$ cat src/rtl/uart_tx_wb_pkg.sv
// Shared types for the Wishbone UART transmitter.
// Optional feature macro: UART_TX_PARITY_EN (adds an even-parity bit to each frame).
package uart_tx_wb_pkg;

  // Transmit FSM states; PARITY only exists when parity is compiled in.
  typedef enum logic [2:0] {
    IDLE,
    START,
    DATA,
`ifdef UART_TX_PARITY_EN
    PARITY,
`endif
    STOP
  } uart_tx_state_t;

  // Wishbone register map (single address bit).
  localparam logic ADDR_DATA   = 1'b0;
  localparam logic ADDR_STATUS = 1'b1;

  // Width of the status byte returned on a status read.
  localparam int unsigned STATUS_W = 8;

endpackage

$ cat src/rtl/uart_tx_wb_sync_fifo.sv
// Synchronous first-word-fall-through FIFO used as the UART transmit queue.
// Push is ignored when full, pop is ignored when empty; fullness is judged
// on the current count, so a push into a full FIFO is dropped even if a pop
// happens in the same cycle.
module sync_fifo #(
  parameter int unsigned WIDTH = 8,
  parameter int unsigned DEPTH = 16
) (
  input  logic             clk,
  input  logic             rst,
  input  logic             push,
  input  logic [WIDTH-1:0] push_data,
  input  logic             pop,
  output logic [WIDTH-1:0] pop_data,
  output logic             full,
  output logic             empty
);

  localparam int unsigned AW = (DEPTH > 1) ? $clog2(DEPTH) : 1;

  logic [WIDTH-1:0] mem [DEPTH];
  logic [AW-1:0]    wr_ptr;
  logic [AW-1:0]    rd_ptr;
  logic [AW:0]      count;
  logic             do_push;
  logic             do_pop;

  assign full     = (count == (AW+1)'(DEPTH));
  assign empty    = (count == '0);
  assign do_push  = push & ~full;
  assign do_pop   = pop & ~empty;
  assign pop_data = mem[rd_ptr];

  // Storage array: written on accepted pushes only, no reset needed.
  always_ff @(posedge clk) begin
    if (do_push) begin
      mem[wr_ptr] <= push_data;
    end
  end

  // Pointers and occupancy; simultaneous push and pop leave the count unchanged.
  always_ff @(posedge clk) begin
    if (rst) begin
      wr_ptr <= '0;
      rd_ptr <= '0;
      count  <= '0;
    end else begin
      if (do_push) begin
        wr_ptr <= wr_ptr + AW'(1);
      end
      if (do_pop) begin
        rd_ptr <= rd_ptr + AW'(1);
      end
      if (do_push && !do_pop) begin
        count <= count + (AW+1)'(1);
      end else if (do_pop && !do_push) begin
        count <= count - (AW+1)'(1);
      end
    end
  end

endmodule

$ cat src/rtl/uart_tx_wb.sv
// Wishbone classic slave UART transmitter with a TX FIFO.
//   adr 0 write : queue a byte (dropped and ovf set when the FIFO is full)
//   adr 1 read  : status {4'b0, ovf, busy, empty, full}; clears ovf
// Optional feature macro: UART_TX_PARITY_EN (even parity bit between data and stop).
module uart_tx_wb
  import uart_tx_wb_pkg::*;
#(
  parameter int unsigned CLK_FREQ_HZ = 100_000_000,
  parameter int unsigned BAUD_RATE   = 115_200,
  parameter int unsigned FIFO_DEPTH  = 16
) (
  input  logic       clk_i,
  input  logic       rst_i,
  input  logic       cyc_i,
  input  logic       stb_i,
  input  logic       we_i,
  input  logic       adr_i,
  input  logic [7:0] dat_i,
  output logic [7:0] dat_o,
  output logic       ack_o,
  output logic       uart_tx
);

  localparam int unsigned CLKS_PER_BIT = CLK_FREQ_HZ / BAUD_RATE;
  localparam int unsigned CNT_W        = (CLKS_PER_BIT > 1) ? $clog2(CLKS_PER_BIT) : 1;
  localparam logic [CNT_W-1:0] CNT_LAST = CNT_W'(CLKS_PER_BIT - 1);

  if (CLKS_PER_BIT < 2) begin : g_bad_baud
    $error("uart_tx_wb: CLK_FREQ_HZ/BAUD_RATE must be at least 2");
  end
  if (FIFO_DEPTH < 2 || FIFO_DEPTH > 256 || (FIFO_DEPTH & (FIFO_DEPTH - 1)) != 0) begin : g_bad_depth
    $error("uart_tx_wb: FIFO_DEPTH must be a power of two in 2..256");
  end

  // Bus side
  logic                req;
  logic                data_wr;
  logic                status_rd;
  logic                ovf;
  logic [STATUS_W-1:0] status;

  // FIFO side
  logic       fifo_push;
  logic       fifo_pop;
  logic [7:0] fifo_dout;
  logic       fifo_full;
  logic       fifo_empty;

  // Transmitter state
  uart_tx_state_t   state, state_next;
  logic [CNT_W-1:0] baud_cnt, baud_next;
  logic [2:0]       bit_cnt, bit_next;
  logic [7:0]       shift_reg, shift_next;
  logic             tx_next;
  logic             busy;
  logic             bit_done;
`ifdef UART_TX_PARITY_EN
  logic             parity_q, parity_next;
`endif

  assign req       = cyc_i & stb_i & ~ack_o;
  assign data_wr   = req & we_i & (adr_i == ADDR_DATA);
  assign status_rd = req & ~we_i & (adr_i == ADDR_STATUS);
  assign fifo_push = data_wr & ~fifo_full;
  assign busy      = (state != IDLE);
  assign status    = {4'b0000, ovf, busy, fifo_empty, fifo_full};
  assign bit_done  = (baud_cnt == CNT_LAST);

  // Single-cycle ack, registered read data and the sticky overflow flag.
  always_ff @(posedge clk_i) begin
    if (rst_i) begin
      ack_o <= 1'b0;
      dat_o <= '0;
      ovf   <= 1'b0;
    end else begin
      ack_o <= req;
      dat_o <= status_rd ? status : '0;
      if (status_rd) begin
        ovf <= 1'b0;
      end else if (data_wr && fifo_full) begin
        ovf <= 1'b1;
      end
    end
  end

  sync_fifo #(
    .WIDTH (8),
    .DEPTH (FIFO_DEPTH)
  ) u_fifo (
    .clk       (clk_i),
    .rst       (rst_i),
    .push      (fifo_push),
    .push_data (dat_i),
    .pop       (fifo_pop),
    .pop_data  (fifo_dout),
    .full      (fifo_full),
    .empty     (fifo_empty)
  );

  // Transmitter registers; uart_tx is a flop so the line never glitches.
  always_ff @(posedge clk_i) begin
    if (rst_i) begin
      state     <= IDLE;
      baud_cnt  <= '0;
      bit_cnt   <= '0;
      shift_reg <= '0;
      uart_tx   <= 1'b1;
`ifdef UART_TX_PARITY_EN
      parity_q  <= 1'b0;
`endif
    end else begin
      state     <= state_next;
      baud_cnt  <= baud_next;
      bit_cnt   <= bit_next;
      shift_reg <= shift_next;
      uart_tx   <= tx_next;
`ifdef UART_TX_PARITY_EN
      parity_q  <= parity_next;
`endif
    end
  end

  // Next-state logic; tx_next is the line level for the following cycle,
  // so each transition also selects the first level of the new state.
  always_comb begin
    state_next = state;
    baud_next  = baud_cnt + CNT_W'(1);
    bit_next   = bit_cnt;
    shift_next = shift_reg;
    tx_next    = uart_tx;
    fifo_pop   = 1'b0;
`ifdef UART_TX_PARITY_EN
    parity_next = parity_q;
`endif
    case (state)
      IDLE: begin
        baud_next = '0;
        tx_next   = 1'b1;
        if (!fifo_empty) begin
          fifo_pop   = 1'b1;
          shift_next = fifo_dout;
          state_next = START;
          tx_next    = 1'b0;
`ifdef UART_TX_PARITY_EN
          parity_next = ^fifo_dout;
`endif
        end
      end
      START: begin
        if (bit_done) begin
          baud_next  = '0;
          bit_next   = '0;
          state_next = DATA;
          tx_next    = shift_reg[0];
        end
      end
      DATA: begin
        if (bit_done) begin
          baud_next = '0;
          if (bit_cnt == 3'd7) begin
`ifdef UART_TX_PARITY_EN
            state_next = PARITY;
            tx_next    = parity_q;
`else
            state_next = STOP;
            tx_next    = 1'b1;
`endif
          end else begin
            bit_next   = bit_cnt + 3'd1;
            shift_next = {1'b0, shift_reg[7:1]};
            tx_next    = shift_reg[1];
          end
        end
      end
`ifdef UART_TX_PARITY_EN
      PARITY: begin
        if (bit_done) begin
          baud_next  = '0;
          state_next = STOP;
          tx_next    = 1'b1;
        end
      end
`endif
      STOP: begin
        if (bit_done) begin
          baud_next = '0;
          if (!fifo_empty) begin
            fifo_pop   = 1'b1;
            shift_next = fifo_dout;
            state_next = START;
            tx_next    = 1'b0;
`ifdef UART_TX_PARITY_EN
            parity_next = ^fifo_dout;
`endif
          end else begin
            state_next = IDLE;
            tx_next    = 1'b1;
          end
        end
      end
      default: begin
        state_next = IDLE;
        baud_next  = '0;
        tx_next    = 1'b1;
      end
    endcase
  end

endmodule
$ cat config.mk
export PLATFORM = sky130hd
export DESIGN_NAME = uart_tx_wb
export DESIGN_NICKNAME = d
export VERILOG_FILES = /design/src/rtl/uart_tx_wb_pkg.sv /design/src/rtl/uart_tx_wb_sync_fifo.sv /design/src/rtl/uart_tx_wb.sv
export SDC_FILE = /design/constraint.sdc
export NUM_CORES = 1
export LEC_CHECK = 0
export CAP_MARGIN = 20
export CORE_MARGIN = 2
export CORE_UTILIZATION = 49
export CTS_CLUSTER_DIAMETER = 150
export CTS_CLUSTER_SIZE = 20
export DETAILED_ROUTE_END_ITERATION = 6
export PLACE_DENSITY = 0.66
export SYNTH_ARGS = -nofsm -noshare
export SYNTH_HDL_FRONTEND = slang
export SYNTH_SLANG_ARGS = --single-unit
$ cat constraint.sdc
create_clock -name clk_i -period 5.6 [get_ports clk_i]
set_input_delay 1.12 -clock clk_i [delete_from_list [all_inputs] [get_ports clk_i]]
set_output_delay 1.12 -clock clk_i [all_outputs]
set_load 0.01 [all_outputs]
==> impl_metrics.py <==
metrics = {
    "synthesis": {
        "synthCells": 472,
        "synthTopCellsByCount": "edfxtp_1 (128), nor2_1 (56), dfxtp_1 (47)",
        "ys.flop_type": "edfxtp_1",
        "synth_edf_count": 128,
        "synth.top_cell.area_share": 0.535,
        "yosysWarnings": 0,
        "ys_ff_latch": 175,
        "avgSynthCellArea_um2": 15.2,
        "synth.largest_area_cell": "edfxtp_1",
        "synth_most_common_cell": "edfxtp_1",
        "ys_types": 48,
        "synth.area.top_cells": "edfxtp_1 (53%), dfxtp_1 (13%), mux4_2 (9.4%)",
        "async_flop_share": 0,
        "syn_area_um2": 7190,
        "ys_seq_area_frac": 0.666,
    },
    "finish": {
        "num_antenna_cells": 0,
        "largest_reg_flops": 128,
        "fill_cells": 1159,
        "syn_to_final_growth_pct": 12.4,
        "layout-drive-gt1-share": 0.151,
        "stdcell_count": 693,
        "nNetsFinal": 528,
    },
    "cts": {
        "clkLatencyLatePin_ns": 0.42,
        "ctsHoldBuffers": 0,
        "ctsResizeCount": 0,
        "htree_levels": 4,
        "post-cts-setup-buffers": 0,
        "cts.clk_slew.worst_paths_ns": 0.06,
        "cts_buffers": 17,
        "clockBufferDepth": 2,
        "cts.sinks": 175,
        "cts_tree": "yes",
        "ctsRootBufferMaster": "clkbuf_16",
    },
    "sta": {
        "worstMarginPinSlew_ns": 0.977,
        "drv_slew": 0,
        "rsz0062_at_grt": "no",
        "hold_viol_final": 0,
        "fmax_ghz": 0.265,
        "holdWs_ns": 0.452,
        "layout_min_cycle_time_ns": 3.78,
        "setup_slack_ns": 1.82,
        "period_share": 0.675,
        "slew_headroom": 0.346,
        "setup_tns_ns": 0,
        "setup_viol_count_final": 0,
        "clock_skew_ns": 0.00976,
    },
    "hold_path": {
        "hold_class": "register to register",
        "hp-start": "ovf",
    },
    "global_route": {
        "grt_pass1_wl_um": 21400,
        "grt_pass1_vias": 3802,
        "grt_overflow": 0,
        "grt_max_degree": 35,
        "antenna_found_initial": 0,
        "grt_util_all_layers": 0.181,
    },
    "power_and_ir_drop": {
        "power_mw": 3.38,
        "power_density_nw_per_um2": 418,
        "irDropWorstVdd_mv": 0.347,
        "p_leak_nw": 2.64,
    },
    "placed_design": {
        "port_buffers": 19,
        "place_congestion": 0.829,
        "place_ws_ns": 1.40,
        "dp_hpwl_um": 8700,
        "dp_cells": 657,
    },
    "setup_path": {
        "crit_fanout": 9,
        "r2r-start": "baud_cnt[0]",
        "critPathLaunchType": "primary input",
        "cp_data_arrival_time_ns": 4.13,
        "critPathKind": "primary input to register",
        "critPathRequiredTime_ns": 5.95,
        "endpoint_kind": "register",
        "critPathLaunch": "cyc_i",
    },
    "die": {
        "die_w_um": 125,
        "io_pins": 24,
        "start_util": 0.498,
        "coreArea_um2": 14400,
        "rows": 44,
        "design.die.area_um2": 15700,
        "chipHeight_um": 125,
    },
    "routing": {
        "vias_per_cell": 5.55,
        "ant_nets": 0,
        "drtIter0Drc": 360,
        "first_pass_iters": 4,
        "avgRoutedWirePerCell_um": 19.5,
        "routed_wl_um": 13500,
        "drc": 0,
        "vias": 3845,
    },
    "job": {
        "maxCapViolCount": 0,
    },
    "status": {
        "outcome": "complete, no violations",
    },
}
[critical path, cell delays in order]
cell	delay, ns
clkdlybuf4s50_1	0.46
nand3b_1	0.18
a2111oi_4	0.66
ha_1	0.29
inv_1	0.11
fa_1	0.42
a21o_1	0.20
a21oi_1	0.16
xnor2_1	0.09
or3_1	0.30
a21oi_1	0.13
[power by group]
part	internal, mW	total, mW	switching, mW	leakage, nW
Clock	0.622	1.12	0.496	0.268
Combinational	0.348	0.764	0.416	0.841
Sequential	1.45	1.49	0.0470	1.53
Total	2.42	3.38	0.959	2.64
[logic make-up (layout without fill, tap and decap cells)]
kind of cell,Yosys count,in the layout,synth area share
buffers and inverters,36,70,0.0266
other,1,4,0.000522
AO/OA/AOI/OAI,60,60,0.0581
multiplexers,45,45,0.115
flip-flops,175,175,0.666
AND/OR/NAND/NOR,119,119,0.0799
adder cells (fa/ha/maj),18,18,0.0324
XOR/XNOR,18,18,0.0219
[cell type report]
cell class	count	area [um2]	area share
flip-flops and latches	175	4790	0.592
clock inverters	13	129	0.0160
clock buffers	19	433	0.0536
well taps	184	230	0.0285
repair buffers	26	233	0.0288
inverters	12	45.0	0.00558
multi-input cells	264	2220	0.275
[cells in the final DEF (no fill, tap or decap), types with 15 or more instances in the layout]
master / count
dfxtp_1: 46
clkbuf_16: 17
clkdlybuf4s50_1: 19
a21oi_1: 17
mux2i_1: 15
ha_1: 17
nand2_1: 19
mux4_2: 30
nor2_1: 56
edfxtp_1: 128
[layer usage]
metal,up-vias,global-route usage,wire (um)
met1,1918,0.250,5920
met3,9,0.0501,640
met4,0,0.0562,147
met5,-,0,0
li1,1837,-,-
met2,81,0.285,6790
[metrics by stage]
stage | area, um2 | util
global placement | 7500 | 0.520
global route | 8080 | 0.560
finish | 8080 | 0.560
CTS | 8060 | 0.559
detailed placement | 7500 | 0.520
floorplan | 7200 | -
[final timing paths]
kind	depth (start not counted)	slack, ns	end
min	2	0.45	dat_o[3]
min reg2reg	2	0.45	dat_o[3]
max	11	1.82	u_fifo.count[4]
max reg2reg	13	2.46	u_fifo.count[4]
No activity file was read; power rests on OpenSTA's default activity.
